$ cat src/rtl/inst_fetch_unit.sv
// -----------------------------------------------------------------------------
// inst_fetch_unit
//   Instruction fetch stage. Owns the fetch PC, issues word reads to a
//   variable-latency instruction memory, and keeps the returned words in an
//   in-order prefetch queue. Decode sees the queue head as {inst, pc, pc+4}
//   through a valid/ready handshake. Redirects from execute flush the queue,
//   and any responses still in flight at that point are discarded.
//
// Ports
//   clk, reset                       clock and synchronous active-high reset
//   mem_req_valid/ready/addr         word read request channel to imem
//   mem_resp_valid/data              in-order read data from imem
//   redirect_valid/redirect_pc       taken branch / jal / jalr target from execute
//   halt                             stop fetching (ecall); only reset restarts
//   inst_valid/ready                 handshake to decode
//   inst/inst_pc/inst_pc_plus4       queue head contents (zero while empty)
// -----------------------------------------------------------------------------
module inst_fetch_unit #(
  parameter int unsigned DEPTH    = 4,
  parameter logic [31:0] RESET_PC = 32'h0000_0000
) (
  input  logic        clk,
  input  logic        reset,
  output logic        mem_req_valid,
  input  logic        mem_req_ready,
  output logic [31:0] mem_req_addr,
  input  logic        mem_resp_valid,
  input  logic [31:0] mem_resp_data,
  input  logic        redirect_valid,
  input  logic [31:0] redirect_pc,
  input  logic        halt,
  output logic        inst_valid,
  input  logic        inst_ready,
  output logic [31:0] inst,
  output logic [31:0] inst_pc,
  output logic [31:0] inst_pc_plus4
);

  localparam int unsigned CW = $clog2(DEPTH + 1);
  localparam int unsigned PW = $clog2(DEPTH);

  typedef enum logic [1:0] {
    RUN    = 2'd0,
    FLUSH  = 2'd1,
    HALTED = 2'd2
  } state_t;

  state_t        state;
  logic [31:0]   fetch_pc;
  logic [CW-1:0] outstanding;
  logic [CW-1:0] drop_cnt;
  logic [CW-1:0] count;

  // Prefetch queue (instruction + its PC) and the tag FIFO holding the PC of
  // every request still waiting for its response.
  logic [31:0]   q_inst [DEPTH];
  logic [31:0]   q_pc   [DEPTH];
  logic [31:0]   tag_pc [DEPTH];
  logic [PW-1:0] q_head, q_tail;
  logic [PW-1:0] tag_head, tag_tail;

  logic [CW:0]   occupancy;
  logic          accept;
  logic          resp_take;
  logic          resp_drop;
  logic          push;
  logic          pop;
  logic          do_redirect;
  logic [CW-1:0] outstanding_next;
  logic [CW-1:0] drop_cnt_next;
  logic          unused_redirect_bits;

  // Queued plus in-flight words are capped at DEPTH so every response that
  // comes back is guaranteed a queue slot.
  assign occupancy     = {1'b0, count} + {1'b0, outstanding};
  assign mem_req_valid = ~reset & (state == RUN) & (occupancy < (CW+1)'(DEPTH))
                         & ~redirect_valid & ~halt;
  assign mem_req_addr  = fetch_pc;
  assign accept        = mem_req_valid & mem_req_ready;

  // A response only counts when something is actually outstanding; it is
  // thrown away while drop_cnt still covers stale requests.
  assign resp_take   = mem_resp_valid & (outstanding != '0);
  assign resp_drop   = resp_take & (drop_cnt != '0);
  assign do_redirect = redirect_valid & ~halt & (state != HALTED);
  assign push        = resp_take & ~resp_drop & ~do_redirect;
  assign pop         = inst_valid & inst_ready;

  assign outstanding_next = outstanding + CW'(accept) - CW'(resp_take);

  // On a redirect everything still in flight after this cycle becomes stale.
  // While already flushing, drop_cnt equals outstanding, so reloading it is
  // harmless.
  assign drop_cnt_next = do_redirect ? outstanding_next :
                         resp_drop   ? drop_cnt - 1'b1  : drop_cnt;

  assign unused_redirect_bits = ^redirect_pc[1:0];

  // Decode outputs read the queue head directly and are forced to zero while
  // the queue is empty or the unit is in reset.
  assign inst_valid    = ~reset & (count != '0);
  assign inst          = inst_valid ? q_inst[q_head] : 32'h0;
  assign inst_pc       = inst_valid ? q_pc[q_head] : 32'h0;
  assign inst_pc_plus4 = inst_valid ? q_pc[q_head] + 32'd4 : 32'h0;

  // Storage arrays carry no reset; validity is tracked by pointers and count.
  always_ff @(posedge clk) begin
    if (!reset) begin
      if (accept) begin
        tag_pc[tag_tail] <= fetch_pc;
      end
      if (push) begin
        q_inst[q_tail] <= mem_resp_data;
        q_pc[q_tail]   <= tag_pc[tag_head];
      end
    end
  end

  // Control state: fetch PC, counters, pointers and the RUN/FLUSH/HALTED FSM.
  always_ff @(posedge clk) begin
    if (reset) begin
      state       <= RUN;
      fetch_pc    <= RESET_PC;
      outstanding <= '0;
      drop_cnt    <= '0;
      count       <= '0;
      q_head      <= '0;
      q_tail      <= '0;
      tag_head    <= '0;
      tag_tail    <= '0;
    end else begin
      outstanding <= outstanding_next;
      drop_cnt    <= drop_cnt_next;

      // The tag FIFO stays aligned with outstanding, dropped responses included.
      if (accept) begin
        tag_tail <= tag_tail + 1'b1;
      end
      if (resp_take) begin
        tag_head <= tag_head + 1'b1;
      end

      // Requests are suppressed during a redirect, so accept and redirect
      // never update fetch_pc in the same cycle.
      if (do_redirect) begin
        fetch_pc <= {redirect_pc[31:2], 2'b00};
      end else if (accept) begin
        fetch_pc <= fetch_pc + 32'd4;
      end

      // A pop in the redirect cycle has already been taken by decode, so
      // clearing the whole queue is correct.
      if (do_redirect) begin
        q_head <= '0;
        q_tail <= '0;
        count  <= '0;
      end else begin
        if (push) begin
          q_tail <= q_tail + 1'b1;
        end
        if (pop) begin
          q_head <= q_head + 1'b1;
        end
        count <= count + CW'(push) - CW'(pop);
      end

      case (state)
        RUN: begin
          if (halt) begin
            state <= HALTED;
          end else if (do_redirect && (outstanding_next != '0)) begin
            state <= FLUSH;
          end
        end
        FLUSH: begin
          if (halt) begin
            state <= HALTED;
          end else if (drop_cnt_next == '0) begin
            state <= RUN;
          end
        end
        HALTED: begin
          state <= HALTED;
        end
        default: begin
          state <= RUN;
        end
      endcase
    end
  end

endmodule

$ cat config.mk
export PLATFORM = sky130hd
export DESIGN_NAME = inst_fetch_unit
export DESIGN_NICKNAME = d
export VERILOG_FILES = /design/src/rtl/inst_fetch_unit.sv
export SDC_FILE = /design/constraint.sdc
export NUM_CORES = 1
export LEC_CHECK = 0
export ABC_AREA = 1
export CAP_MARGIN = 15
export CORE_ASPECT_RATIO = 0.75
export CORE_MARGIN = 2
export CORE_UTILIZATION = 45
export DETAILED_ROUTE_END_ITERATION = 8
export PLACE_DENSITY = 0.7
export SLEW_MARGIN = 15
export SYNTH_ARGS = -nofsm -noshare
export SYNTH_HDL_FRONTEND = slang
export SYNTH_SLANG_ARGS = --single-unit
export TNS_END_PERCENT = 50
$ cat constraint.sdc
create_clock -name clk -period 6.6 [get_ports clk]
set_input_delay 1.32 -clock clk [delete_from_list [all_inputs] [get_ports clk]]
set_output_delay 1.32 -clock clk [all_outputs]
set_load 0.005 [all_outputs]
==> results.cfg <==
[final_layout]
nFillCells = 3714
nets = 2236
diodes = 0
drive_above_1_share_pct = 6.56
area_growth_pct = 19.8
stdcell_area_sq_um = 22900

[placement]
gp_congestion = 0.937
dp_hpwl_microns = 30600
io_buffer_count = 192
post_dp_cell_area_sq_um = 21500

[clock_network]
cts_setup_buffers = 0
path_clk_slew_ns = 0.06
cts_sinks = 421
cts_made_buffers = 43
h-tree-depth = 2
cts_tree = done
cts_resized = 0
clk_latency_ns = 0.55
postCtsHoldBufs = 0
clockBufferDepth = 3
clock-root-buffer = clkbuf_16

[worst_setup_path]
critical_path.max_stage_delay_ns = 0.84
cp_slowest_cell = dfxtp_4
cp.arrival_ns = 4.17
r2r_start = count[2]$_SDFF_PP0_
worstPathMaxFanout = 66
crit_family = simple AND/OR/NAND/NOR gates
crit_top_cell = nand2_1
crit_type = register to output port
crit_chain = buf_4 > nand2_1 > nand2_1 > nand2_1 > nand2_1 > nand2_1 > nor2_1 > nand2_1 > nor2_2 > nor2_1 > nor3_1 > clkdlybuf4s50_1
start_kind = register
cp_data_required_time_ns = 5.28
endpoint_kind = output port
timing.critical_path.buf_inv = 2

[power_and_ir_drop]
p_sw_share_pct = 30.2
leakagePower_nw = 8.36
pwr-share-seq_pct = 42.8
p_switching_mw = 2.28
p_per_area_nw_per_um2 = 329
ir_drop_mv = 0.203
power_frac_clock_pct = 32.1
combPwrFrac_pct = 25.2
p_int_mw = 5.26

[routing]
drtIter0Drc = 1387
wirelength_microns = 48400
via_per_inst = 5.28
first_pass_iters = 6
wire_per_inst_microns = 17.6
num_vias = 14500
drc = 0
drtAntennaViolNets = 0

[global_routing]
grtUsageTotal_pct = 21.6
grt_pass1_wl_microns = 75100
grt_max_degree = 127
grt_overflow = 0
antenna_found_initial = 0
first_global_vias = 13900

[synth]
synthDistinctLibCells = 39
yosys_warnings = 0
synth_seq_cells = 421
ys_seq_area_share_pct = 63.3
syn_area_sq_um = 19100
synthCells = 1980
async_flop_share_pct = 0
synth_edf_count = 368
synth_ff_type = edfxtp_1
synth.avg_cell_area_sq_um = 9.67

[timing]
totalNegativeSetupSlack_ns = 0
rsz0062_at_grt = false
min_period_over_period_pct = 83.2
hold_viol_final = 0
maxSlewHeadroom_pct = 23.6
slew_violations = 0
tightest_slew_ns = 1.15
fmax_ghz = 0.182
period_needed_ns = 5.49
skew_ns = 0.0168
setup_viol = 0

[flow_run]
maxCapViolations = 0

[floorplan]
die_h_microns = 183
num_rows = 65
io_pins = 201
core_area_sq_um = 42000
die_w_microns = 242
dieArea_sq_um = 44200
initial_core_util_pct = 45.5

[worst_hold_path]
hold_class = register to register
worstHoldStart = q_head[1]$_SDFFE_PP0P_

[outcome]
status = completed
==> synthesized netlist by cell type, types with 2 or more instances <==
cell type    n  area share (%)
a211oi_1     3            0.12
a21oi_1     75             2.0
a31oi_1      5            0.16
buf_1        6            0.12
buf_12       2            0.21
buf_2       24            0.63
buf_4       11            0.43
buf_6        6            0.35
clkbuf_1    50            0.98
dfxtp_1     53             5.5
edfxtp_1   368              58
fa_1         2            0.21
ha_1        18             1.2
inv_1       94             1.8
inv_2        3           0.059
nand2_1    462             9.1
nand2_2     18            0.59
nand3_1    105             2.7
nand3b_1    10            0.39
nand4_1     13            0.42
nor2_1     396             7.8
nor2_2      13            0.42
nor3_1      16            0.42
o211ai_1     2           0.078
o21ai_0    160             4.2
o22ai_1     32             1.0
or2_2        8            0.26
xnor2_1      4            0.18
xor2_1      11            0.50
==> worst paths after layout <==
check / endpoint / slack (ns) / depth (start not counted)
max: inst_pc_plus4[15] / 1.11 / 12
min: register / 0.46 / 2
max reg2reg: state[0]$_SDFFE_PP0P_ / 3.27 / 19
min reg2reg: register / 0.46 / 2
==> sequential cells by signal, indices dropped and copies added (netlist names), named ones only <==
name	flops
count	3
tag_tail	2
q_pc	120
q_tail	2
q_inst	128
outstanding	3
drop_cnt	3
tag_head	2
state	2
mem_req_addr	30
tag_pc	120
q_head	2
==> cells in the final DEF (no fill, tap or decap), drive strengths merged, types with 32 or more instances in the layout <==
| cell type | n |
|---|---|
| nor2 | 410 |
| clkdlybuf4s50 | 192 |
| inv | 99 |
| o21ai | 161 |
| clkbuf | 54 |
| nand2 | 480 |
| edfxtp | 368 |
| a21oi | 75 |
| dfxtp | 53 |
| nand3 | 106 |
| o22ai | 32 |
==> routing by layer <==
layer  wire (microns)  global-route usage (%)
met5                0                       0
met4              767                    5.68
met3             4400                    4.25
met2            21200                    33.8
met1            22100                    31.0
==> logic make-up (layout without fill, tap and decap cells) <==
logic type      Yosys count  in the layout  synth area share [%]
xor+xnor                 15             15                 0.686
compound gates          282            282                  7.75
other cells               1              6                0.0196
fa+ha+maj                20             20                  1.39
simple gates           1043           1043                  22.2
buf+inv                 198            393                  4.70
flops                   421            421                  63.3
==> power groups by stage <==
| stage | combinational [mW] | clock (mW) | sequential [mW] |
|---|---|---|---|
| final | 1.90 | 2.42 | 3.22 |
| after global routing | 2.11 | 2.56 | 3.24 |
| after CTS | 1.90 | 2.46 | 3.22 |
| after detailed placement | 1.89 | 0 | 3.28 |
| after global placement | 1.84 | 0 | 3.27 |
| after floorplan | 1.10 | 0 | 3.23 |
==> per-stage QoR <==
stage | utilization [%] | power (mW) | cells | setup slack, ns | hold WS, ns
after floorplan | - | 4.33 | 1985 | 1.62 | 0.436
after global placement | 51.2 | 5.12 | 2669 | 1.65 | 0.440
after detailed placement | 51.2 | 5.17 | 2669 | 1.61 | 0.445
after CTS | 54.6 | 7.57 | 2749 | 1.09 | 0.456
after global routing | 54.6 | 7.91 | 2749 | 0.802 | 0.499
final | 54.6 | 7.54 | 2749 | 1.11 | 0.462
==> worst reg2reg max path, delay by kind of cell, from the launching register on <==
kind	cells	cell delay, ns
xor+xnor	2	0.47
compound gates	1	0.05
simple gates	9	0.93
fa+ha+maj	4	1.19
flops	1	0.41
buf+inv	3	0.18
==> final cells by class <==
cell class / count / area [sq um] / area share, %
Multi-Input combinational cell: 1366 / 6210 / 27.1
Tap cell: 569 / 712 / 3.10
Timing Repair Buffer: 214 / 2110 / 9.21
Clock buffer: 54 / 1140 / 4.96
Inverter: 99 / 379 / 1.65
Clock inverter: 26 / 275 / 1.20
Sequential cell: 421 / 12100 / 52.8
No activity file was read; power rests on OpenSTA's default activity.
